--- src/rtl/dma_sched_pkg.sv ---
// Shared definitions for the 2A03 bus-sharing DMA scheduler.
// The package holds the state encoding, the default OAM port and the get/put phase constants.
package dma_sched_pkg;

   typedef enum logic [2:0] {
      ST_IDLE      = 3'd0,
      ST_HALT      = 3'd1,
      ST_ALIGN     = 3'd2,
      ST_SPR_RD    = 3'd3,
      ST_SPR_WR    = 3'd4,
      ST_DPCM_RD   = 3'd5,
      ST_DPCM_SKIP = 3'd6
   } state_e;

   localparam logic [15:0] OAM_PORT_DEF = 16'h2004;
   localparam int          SPR_LEN_DEF  = 256;

   localparam logic PH_GET = 1'b0;
   localparam logic PH_PUT = 1'b1;

endpackage

--- src/rtl/dma_sched_if.sv ---
// Request/bus bundle between the register decoder, the CPU bus mux and the DMA scheduler.
// sprdma_we and dpcm_req are single-cycle strobes with no back-pressure, and dpcm_ack is a single-cycle valid for dpcm_data with no ready.
interface dma_sched_if;

   logic        sprdma_we;
   logic [7:0]  sprdma_page;
   logic        dpcm_req;
   logic [15:0] dpcm_addr;
   logic        cpu_rw;
   logic [7:0]  din;

   logic        rdy;
   logic        dma_active;
   logic [15:0] addr;
   logic        rw;
   logic [7:0]  dout;
   logic        phase;
   logic        dpcm_ack;
   logic [7:0]  dpcm_data;

   modport slave (
      input  sprdma_we, sprdma_page, dpcm_req, dpcm_addr, cpu_rw, din,
      output rdy, dma_active, addr, rw, dout, phase, dpcm_ack, dpcm_data
   );

   modport master (
      output sprdma_we, sprdma_page, dpcm_req, dpcm_addr, cpu_rw, din,
      input  rdy, dma_active, addr, rw, dout, phase, dpcm_ack, dpcm_data
   );

endinterface

--- src/rtl/dma_sched_phase_gen.sv ---
// Get/put cycle parity generator; reset value is get and it toggles on every clock.
// align_needed_o is high on get cycles, because leaving HALT then would land the first transfer on a put cycle.
module dma_phase_gen
   import dma_sched_pkg::*;
(
   input  logic clk_i,
   input  logic rst_ni,
   output logic phase_o,
   output logic align_needed_o
);

   logic phase_q;
   logic phase_d;

   assign phase_d = ~phase_q;

   always_ff @(posedge clk_i or negedge rst_ni) begin
      if (!rst_ni) begin
         phase_q <= PH_GET;
      end else begin
         phase_q <= phase_d;
      end
   end

   assign phase_o        = phase_q;
   assign align_needed_o = (phase_q == PH_GET);

endmodule

--- src/rtl/dma_sched.sv ---
// Arbitrates the CPU bus between the CPU, sprite (OAM) DMA and DPCM sample fetches.
// The CPU is halted through rdy, and DPCM fetches take priority at every get slot.
module dma_sched
   import dma_sched_pkg::*;
#(
   parameter logic [15:0] OAM_PORT = OAM_PORT_DEF,
   parameter int          SPR_LEN  = SPR_LEN_DEF
) (
   input  logic        CLK,
   input  logic        n_RES,
   dma_sched_if.slave  bus,
   output state_e      dbg_state_o
);

   localparam logic [7:0] LAST_CNT = 8'(SPR_LEN - 1);

   state_e      state_q, state_d;
   logic        spr_pend_q, spr_pend_d;
   logic        dpcm_pend_q, dpcm_pend_d;
   logic [7:0]  page_q, page_d;
   logic [7:0]  cnt_q, cnt_d;
   logic [7:0]  latch_q, latch_d;
   logic [15:0] dpcm_addr_q, dpcm_addr_d;
   logic [7:0]  dpcm_data_q, dpcm_data_d;
   logic        dpcm_ack_q, dpcm_ack_d;

   logic        phase;
   logic        align_needed;
   logic        spr_take;
   logic        dpcm_take;
   logic        spr_last;
   logic        spr_more;
   logic        dpcm_want;
   state_e      next_xfer;

   logic        rdy_c;
   logic        dma_active_c;
   logic [15:0] addr_c;
   logic        rw_c;
   logic [7:0]  dout_c;

   dma_phase_gen u_phase (
      .clk_i          (CLK),
      .rst_ni         (n_RES),
      .phase_o        (phase),
      .align_needed_o (align_needed)
   );

   // A DPCM request arriving in a deciding cycle is already eligible for the next get slot.
   assign spr_take  = bus.sprdma_we && (state_q == ST_IDLE) && !spr_pend_q;
   assign dpcm_take = bus.dpcm_req && !dpcm_pend_q;
   assign spr_last  = (state_q == ST_SPR_WR) && (cnt_q == LAST_CNT);
   assign spr_more  = spr_pend_q && !spr_last;
   assign dpcm_want = dpcm_pend_q || dpcm_take;

   always_comb begin
      next_xfer = ST_IDLE;
      if (dpcm_want) begin
         next_xfer = ST_DPCM_RD;
      end else if (spr_more) begin
         next_xfer = ST_SPR_RD;
      end
   end

   always_comb begin
      state_d = state_q;
      unique case (state_q)
         ST_IDLE: begin
            if (spr_pend_q || dpcm_pend_q) begin
               state_d = ST_HALT;
            end
         end
         ST_HALT: begin
            // Only a CPU read cycle can be stolen; writes must complete first.
            if (bus.cpu_rw) begin
               state_d = align_needed ? ST_ALIGN : next_xfer;
            end
         end
         ST_ALIGN:     state_d = next_xfer;
         ST_SPR_RD:    state_d = ST_SPR_WR;
         ST_SPR_WR:    state_d = next_xfer;
         ST_DPCM_RD:   state_d = ST_DPCM_SKIP;
         ST_DPCM_SKIP: state_d = next_xfer;
         default:      state_d = ST_IDLE;
      endcase
   end

   always_comb begin
      spr_pend_d  = spr_pend_q;
      dpcm_pend_d = dpcm_pend_q;
      page_d      = page_q;
      cnt_d       = cnt_q;
      latch_d     = latch_q;
      dpcm_addr_d = dpcm_addr_q;
      dpcm_data_d = dpcm_data_q;
      dpcm_ack_d  = (state_q == ST_DPCM_RD);

      if (spr_take) begin
         spr_pend_d = 1'b1;
         page_d     = bus.sprdma_page;
         cnt_d      = 8'd0;
      end
      if (spr_last) begin
         spr_pend_d = 1'b0;
      end
      if (dpcm_take) begin
         dpcm_pend_d = 1'b1;
         dpcm_addr_d = bus.dpcm_addr;
      end

      unique case (state_q)
         ST_SPR_RD:  latch_d = bus.din;
         ST_SPR_WR:  cnt_d   = cnt_q + 8'd1;
         ST_DPCM_RD: begin
            dpcm_data_d = bus.din;
            dpcm_pend_d = 1'b0;
         end
         default: ;
      endcase
   end

   always_ff @(posedge CLK or negedge n_RES) begin
      if (!n_RES) begin
         state_q     <= ST_IDLE;
         spr_pend_q  <= 1'b0;
         dpcm_pend_q <= 1'b0;
         page_q      <= 8'd0;
         cnt_q       <= 8'd0;
         latch_q     <= 8'd0;
         dpcm_addr_q <= 16'd0;
         dpcm_data_q <= 8'd0;
         dpcm_ack_q  <= 1'b0;
      end else begin
         state_q     <= state_d;
         spr_pend_q  <= spr_pend_d;
         dpcm_pend_q <= dpcm_pend_d;
         page_q      <= page_d;
         cnt_q       <= cnt_d;
         latch_q     <= latch_d;
         dpcm_addr_q <= dpcm_addr_d;
         dpcm_data_q <= dpcm_data_d;
         dpcm_ack_q  <= dpcm_ack_d;
      end
   end

   // Bus outputs are decoded from the state alone, so reset clears them at once.
   always_comb begin
      rdy_c        = (state_q == ST_IDLE);
      dma_active_c = (state_q != ST_IDLE) && (state_q != ST_HALT);
      addr_c       = 16'd0;
      rw_c         = 1'b1;
      dout_c       = 8'd0;
      unique case (state_q)
         ST_SPR_RD: addr_c = {page_q, cnt_q};
         ST_SPR_WR: begin
            addr_c = OAM_PORT;
            rw_c   = 1'b0;
            dout_c = latch_q;
         end
         ST_DPCM_RD, ST_DPCM_SKIP: addr_c = dpcm_addr_q;
         default: ;
      endcase
   end

   assign bus.rdy        = rdy_c;
   assign bus.dma_active = dma_active_c;
   assign bus.addr       = addr_c;
   assign bus.rw         = rw_c;
   assign bus.dout       = dout_c;
   assign bus.phase      = phase;
   assign bus.dpcm_ack   = dpcm_ack_q;
   assign bus.dpcm_data  = dpcm_data_q;
   assign dbg_state_o    = state_q;

endmodule

--- src/flat_wrapper.sv ---
// flat-port wrapper written by rule: the top's interface ports become plain ports
module dma_sched_flat import dma_sched_pkg::*;
#(
   parameter logic [15:0] OAM_PORT = OAM_PORT_DEF,
   parameter int          SPR_LEN  = SPR_LEN_DEF
)
  (CLK, n_RES, dbg_state_o, bus_sprdma_we, bus_sprdma_page, bus_dpcm_req, bus_dpcm_addr, bus_cpu_rw, bus_din, bus_rdy, bus_dma_active, bus_addr, bus_rw, bus_dout, bus_phase, bus_dpcm_ack, bus_dpcm_data);
  dma_sched_if bus_i ();
  input  logic CLK;
  input  logic n_RES;
  output state_e dbg_state_o;
  input wire logic [$bits(bus_i.sprdma_we)-1:0] bus_sprdma_we;
  input wire logic [$bits(bus_i.sprdma_page)-1:0] bus_sprdma_page;
  input wire logic [$bits(bus_i.dpcm_req)-1:0] bus_dpcm_req;
  input wire logic [$bits(bus_i.dpcm_addr)-1:0] bus_dpcm_addr;
  input wire logic [$bits(bus_i.cpu_rw)-1:0] bus_cpu_rw;
  input wire logic [$bits(bus_i.din)-1:0] bus_din;
  output wire logic [$bits(bus_i.rdy)-1:0] bus_rdy;
  output wire logic [$bits(bus_i.dma_active)-1:0] bus_dma_active;
  output wire logic [$bits(bus_i.addr)-1:0] bus_addr;
  output wire logic [$bits(bus_i.rw)-1:0] bus_rw;
  output wire logic [$bits(bus_i.dout)-1:0] bus_dout;
  output wire logic [$bits(bus_i.phase)-1:0] bus_phase;
  output wire logic [$bits(bus_i.dpcm_ack)-1:0] bus_dpcm_ack;
  output wire logic [$bits(bus_i.dpcm_data)-1:0] bus_dpcm_data;
  assign bus_i.sprdma_we = bus_sprdma_we;
  assign bus_i.sprdma_page = bus_sprdma_page;
  assign bus_i.dpcm_req = bus_dpcm_req;
  assign bus_i.dpcm_addr = bus_dpcm_addr;
  assign bus_i.cpu_rw = bus_cpu_rw;
  assign bus_i.din = bus_din;
  assign bus_rdy = bus_i.rdy;
  assign bus_dma_active = bus_i.dma_active;
  assign bus_addr = bus_i.addr;
  assign bus_rw = bus_i.rw;
  assign bus_dout = bus_i.dout;
  assign bus_phase = bus_i.phase;
  assign bus_dpcm_ack = bus_i.dpcm_ack;
  assign bus_dpcm_data = bus_i.dpcm_data;
  dma_sched #(.OAM_PORT(OAM_PORT), .SPR_LEN(SPR_LEN)) u_core (.CLK(CLK), .n_RES(n_RES), .bus(bus_i), .dbg_state_o(dbg_state_o));
endmodule
--- config.mk ---
export PLATFORM = sky130hd
export DESIGN_NAME = dma_sched_flat
export DESIGN_NICKNAME = d
export VERILOG_FILES = /design/src/rtl/dma_sched_pkg.sv /design/src/rtl/dma_sched_if.sv /design/src/rtl/dma_sched_phase_gen.sv /design/src/rtl/dma_sched.sv /design/src/flat_wrapper.sv
export SDC_FILE = /design/constraint.sdc
export NUM_CORES = 1
export LEC_CHECK = 0
export CAP_MARGIN = 40
export CORE_MARGIN = 2
export CORE_UTILIZATION = 50
export DETAILED_ROUTE_END_ITERATION = 12
export PLACE_DENSITY = 0.84
export SLEW_MARGIN = 20
export SYNTH_ARGS = -nofsm -noshare
export SYNTH_HDL_FRONTEND = slang
export SYNTH_SLANG_ARGS = --single-unit
--- constraint.sdc ---
create_clock -name CLK -period 2.78 [get_ports CLK]
set_input_delay 0.556 -clock CLK [delete_from_list [all_inputs] [get_ports CLK]]
set_output_delay 0.556 -clock CLK [all_outputs]
set_load 0.05 [all_outputs]
-- Word level (Yosys, flattened, before mapping)
Cells that the tools add are included.
- output and inout bits: 40
- register bits: 55
- input bits: 37
- word-level logic and storage cells: 56
- reductions and logical operators: 19
- bitwise logic cells: 1
- add/sub/neg operators: 1
- mux-type cells: 15
- equal/unequal tests: 10
- operator list (cell ; count):
    $pmux W16 S3 ; 1
    $mux W8 ; 3
    $pmux W3 S5 ; 1
    $mux W3 ; 4
    $eq A3 B3 Y1 const B ; 3
    $add A8 B1 Y8 const B ; 1
    $eq A8 B8 Y1 const B ; 1
    $eq A3 B2 Y1 const B ; 2
    $logic_and A1 B1 Y1 ; 6
    $reduce_bool A2 Y1 ; 3
    $mux W1 ; 5
    $eq A3 B1 Y1 const B ; 1
    $logic_not A1 Y1 ; 3
    $logic_not A3 Y1 ; 1
    $ne A3 B1 Y1 const B ; 1
    $reduce_bool A3 Y1 ; 1
    $reduce_or A3 Y1 ; 1
    $logic_or A1 B1 Y1 ; 2
    $mux W2 ; 1
    $ne A2 B1 Y1 const B ; 1
    $ne A2 B2 Y1 const B ; 1
    $reduce_and A2 Y1 ; 1
    $reduce_or A2 Y1 ; 1
    $not A1 Y1 ; 1

-- Logic depth before layout (Yosys ltp)
- depth after elaboration: 9
- gate-level depth with buffers: 7
- depth with buffers taken out: 6

-- Cells and area by module
From an unflattened synthesis, not the netlist that was laid out.
- cells, all modules: 213
- area total of the unflattened synthesis: 2553.7 um2
- modules (own cells, without submodules) (module ; area each (um2) ; instances ; cells each ; sequential area each (um2)):
    dma_sched ; 2524.9 ; 1 ; 211 ; 1351.3
    dma_phase_gen ; 28.8 ; 1 ; 2 ; 25.0

-- Worst setup path after synthesis
No wires, ideal clock.
- path kind: register to output
- start point: reg u_core.state_q[2], in the netlist u_core.dbg_state_o[2]
- end point: out bus_rdy
- path slack: 227 ps
- buffers on the path: 1
- required time: 2224 ps
- cell stages (with the launch flop): 5
- data arrival time: 1997 ps
- cell sequence: dfrtp_1 > clkbuf_8 > nor2_1 > inv_1 > nor2_1
- longest elaborated chain between the ends: 1
- RTL lines (what ; line ; source):
    start, declared ; dma_sched.sv:17 ; state_e state_q, state_d;
    start signal, assigned ; dma_sched.sv:134 ; state_q <= state_d;
    $logic_not A3 Y1 ; dma_sched.sv:148 ; rdy_c = (state_q == ST_IDLE);
    end, declared ; flat_wrapper.sv:18 ; output wire logic [$bits(bus_i.rdy)-1:0] bus_rdy;
Every way passes these cells.

-- Worst setup path after layout
- start point: reg u_core.state_q[2], in the netlist u_core.dbg_state_o[2]
- end point: out bus_dma_active
- longest elaborated chain between the ends: 2
- elaborated cells on any way between the ends: 3
- classes of those cells: eq/ne: 1; reduce/logical: 2
- RTL lines (what ; line ; source):
    $ne A3 B1 Y1 / $reduce_bool A3 Y1 (equally long branches) ; dma_sched.sv:149 ; dma_active_c = (state_q != ST_IDLE) && (state_q != ST_HALT);
    $logic_and A1 B1 Y1 (*) ; dma_sched.sv:149 ;
    end, declared ; flat_wrapper.sv:19 ; output wire logic [$bits(bus_i.dma_active)-1:0] bus_dma_active;
Mark *: on every way between the ends. The rest lies on a longest branch, timed or not.

==> impl_metrics.env <==
export IMPL_status="complete, no violations"
export IMPL_maxCapViolCount=0
export IMPL_avgViaCountPerCell=5.471
export IMPL_holdBufCountCts=0
export IMPL_drtIter0Drc=149
export IMPL_crit_chain="nor2_1 -> inv_1 -> clkdlybuf4s50_1"
export IMPL_internal_power_w=0.002529
export IMPL_power_switching_w=0.002102
export IMPL_switching_share_pct=45.39
export IMPL_finalHoldViolCount=0
export IMPL_grt_pass1_vias=2037
export IMPL_synth_distinct_cells=43
export IMPL_die_y_um=76.11
export IMPL_cts_path_max_buffers=2
export IMPL_p_leak_nw=1.574
export IMPL_clkPwrFrac_pct=9.7
export IMPL_ys_warnings_count=0
export IMPL_root_buffer="clkbuf_8"
export IMPL_post_route_period_util_pct=94.62
export IMPL_power_share_sequential_pct=29.3
export IMPL_wl_mm=6.013
export IMPL_p_per_area_nw_per_um2=1272
export IMPL_setup_viol=0
export IMPL_antenna_found_initial=0
export IMPL_cts_tree="yes"
export IMPL_hp_class="in -> async"
export IMPL_cts_sinks=55
export IMPL_worst_slew_pin_slew_ps=621.4
export IMPL_stdcell_count=357
export IMPL_port_buffers=76
export IMPL_track_usage_pct=21.60
export IMPL_multiInputGateArea_um2=1119
export IMPL_dr_pass1_iters=4
export IMPL_synth_edff_count=0
export IMPL_max_slew_margin_pct=58.57
export IMPL_globalplace_congestion=0.8463
export IMPL_slowest_stage="clkdlybuf4s50_1"
export IMPL_cp_required_ps=2220
export IMPL_post_cts_buffers=0
export IMPL_final_common_cell="dfrtp_1"
export IMPL_slew_violations=0
export IMPL_synth_seq_area_share_pct=52.94
export IMPL_dp_hpwl_mm=4.498
export IMPL_clkLatencyLatePin_ps=310
export IMPL_grt_max_degree=32
export IMPL_tns_ps=0
export IMPL_layout_common_cells="dfrtp_1, clkdlybuf4s50_1, mux2_2, a22o_1, buf_12"
export IMPL_worst_path_buf_inv=2
export IMPL_grt_ovfl_total=0
export IMPL_synth_area_um2=2600
export IMPL_synth_nets=247
export IMPL_grt_pass1_wl_mm=9.922
export IMPL_nets=324
export IMPL_clk_pin_slew_ps=100
export IMPL_vias=1953
export IMPL_numCtsBuffers=5
export IMPL_peakVddDrop_mv=0.8403
export IMPL_ant_nets=0
export IMPL_cp_slowest_stage_delay_ps=840
export IMPL_rsz0062_at_grt="false"
export IMPL_wl_per_cell_um=16.84
export IMPL_syn2layout_area_growth_pct=39.99
export IMPL_drc=0
export IMPL_num_fill_cells=367
export IMPL_worst_endpoint_arrival_ps=2070
export IMPL_syn_inst=209
export IMPL_endpoint_kind="output port"
export IMPL_fin_crit_ps=2630
export IMPL_critPathMaxFanout=11
export IMPL_synthFlopType="dfrtp_1"
export IMPL_htreeDepth=2
export IMPL_critPathTopFamily="buffers and inverters"
export IMPL_final_area_um2=3640
export IMPL_placedCellCount=349
export IMPL_core_area_um2=5075
export IMPL_num_rows=26
export IMPL_path_class="reg -> out"
export IMPL_postCtsResizedCells=0
export IMPL_regArea_um2=1376
export IMPL_io_pins=77
export IMPL_die_area_um2=5793
export IMPL_power_frac_comb_pct=61.1
export IMPL_fin_util_pct=71.72
export IMPL_ys_ff_latch=55
export IMPL_place_area_um2=3548
export IMPL_synth_async_reset_ratio_pct=100.0
export IMPL_fin_skew_ps=11.02
export IMPL_critPathLaunchType="flip-flop"
export IMPL_die_width_um=76.11
export IMPL_start_util_pct=51.23
export IMPL_n_antenna_cell=0
export IMPL_synth_avg_cell_area_um2=12.44
export IMPL_final_layout_size_suffix_gt1_share_pct=30.66
export IMPL_clock_fmax_mhz=380.2
[metrics by stage]
| stage | worst slack, ps | power [W] | hold WS [ps] |
|---|---|---|---|
| after global routing | 50.28 | 0.004843 | 247.5 |
| after global placement | 400.9 | 0.004137 | 481.3 |
| after floorplan | 227.4 | 0.003105 | 260.4 |
| final | 149.6 | 0.004631 | 219.6 |
| after detailed placement | 409.0 | 0.004207 | 492.4 |
| after CTS | 54.59 | 0.004663 | 220.5 |
[power by group through the flow]
stage	Clock [W]	Combinational (W)	Sequential, W
2_1_floorplan	0	0.00150	0.00160
3_5_place_dp	0	0.00284	0.00137
6_report	0.000449	0.00283	0.00136
3_3_place_gp	0	0.00279	0.00134
4_1_cts	0.000464	0.00285	0.00135
5_1_grt	0.000490	0.00296	0.00140
[final cells by class]
cell class	instances	area share, %
clock buffer	6	1.994
clock inverter	2	0.4469
inverter	7	0.7563
multi-input combinational	135	30.73
sequential	55	37.81
tap	70	2.406
timing repair buffer	82	25.85
[state kept, by name, indices dropped and copies added (netlist names)]
register,cells
u_core.dpcm_pend_q,1
u_core.latch_q,8
u_core.u_phase.phase_o,1
u_core.cnt_q,8
u_core.spr_pend_q,1
u_core.dbg_state_o,3
u_core.dpcm_addr_q,16
u_core.bus.dpcm_data,8
u_core.bus.dpcm_ack,1
u_core.page_q,8
[synth_stat cells, types with 2 or more instances]
library cell / n / area [µm²]
a21oi_1: 5 / 25.02
a22o_1: 18 / 157.7
and2_1: 11 / 68.82
buf_2: 4 / 20.02
clkbuf_1: 5 / 18.77
dfrtp_1: 55 / 1376
inv_1: 6 / 22.52
maj3_1: 2 / 20.02
mux2_2: 33 / 371.6
mux2_4: 7 / 105.1
nand2_1: 11 / 41.29
nand3_1: 4 / 20.02
nor2_1: 7 / 26.28
nor3_1: 2 / 10.01
o21ai_0: 8 / 40.04
o22ai_1: 2 / 12.51
xor2_1: 3 / 26.28
[per-layer routing]
metal / share of wire [%] / GRT usage, % / up-vias
met5: 0 / 0 / -
met4: 1.4 / 7.818 / 0
met3: 6.5 / 5.213 / 9
met2: 51 / 37.77 / 76
met1: 41 / 26.11 / 963
li1: - / - / 905
[kinds of logic (layout without fill, tap and decap cells)]
kind of cell             Yosys count  count (layout)  share of synthesized area [%]
adder cells (fa/ha/maj)            3               3                          1.251
multiplexers                      40              40                          18.34
buffers and inverters             19              97                          4.283
AND/OR/NAND/NOR                   47              47                          10.30
AO/OA/AOI/OAI                     41              41                          11.55
XOR/XNOR                           4               4                          1.348
flip-flops                        55              55                          52.94
[path summary, 6_finish.rpt]
kind | from | endpoint | slack (ps) | depth (start not counted)
max reg2reg | u_core.dbg_state_o[0] | u_core.dbg_state_o[0] | 570 | 6
min reg2reg | u_core.latch_q[2] | u_core.latch_q[2] | 510 | 1
max | u_core.dbg_state_o[2] | bus_dma_active | 150 | 3
min in group CLK | u_core.latch_q[2] | u_core.latch_q[2] | 510 | 1
min | n_RES | u_core.page_q[6] | 220 | 2
max in group asynchronous | n_RES | u_core.dpcm_addr_q[2] | 2230 | 2
Power figures use the tool's default switching activity.
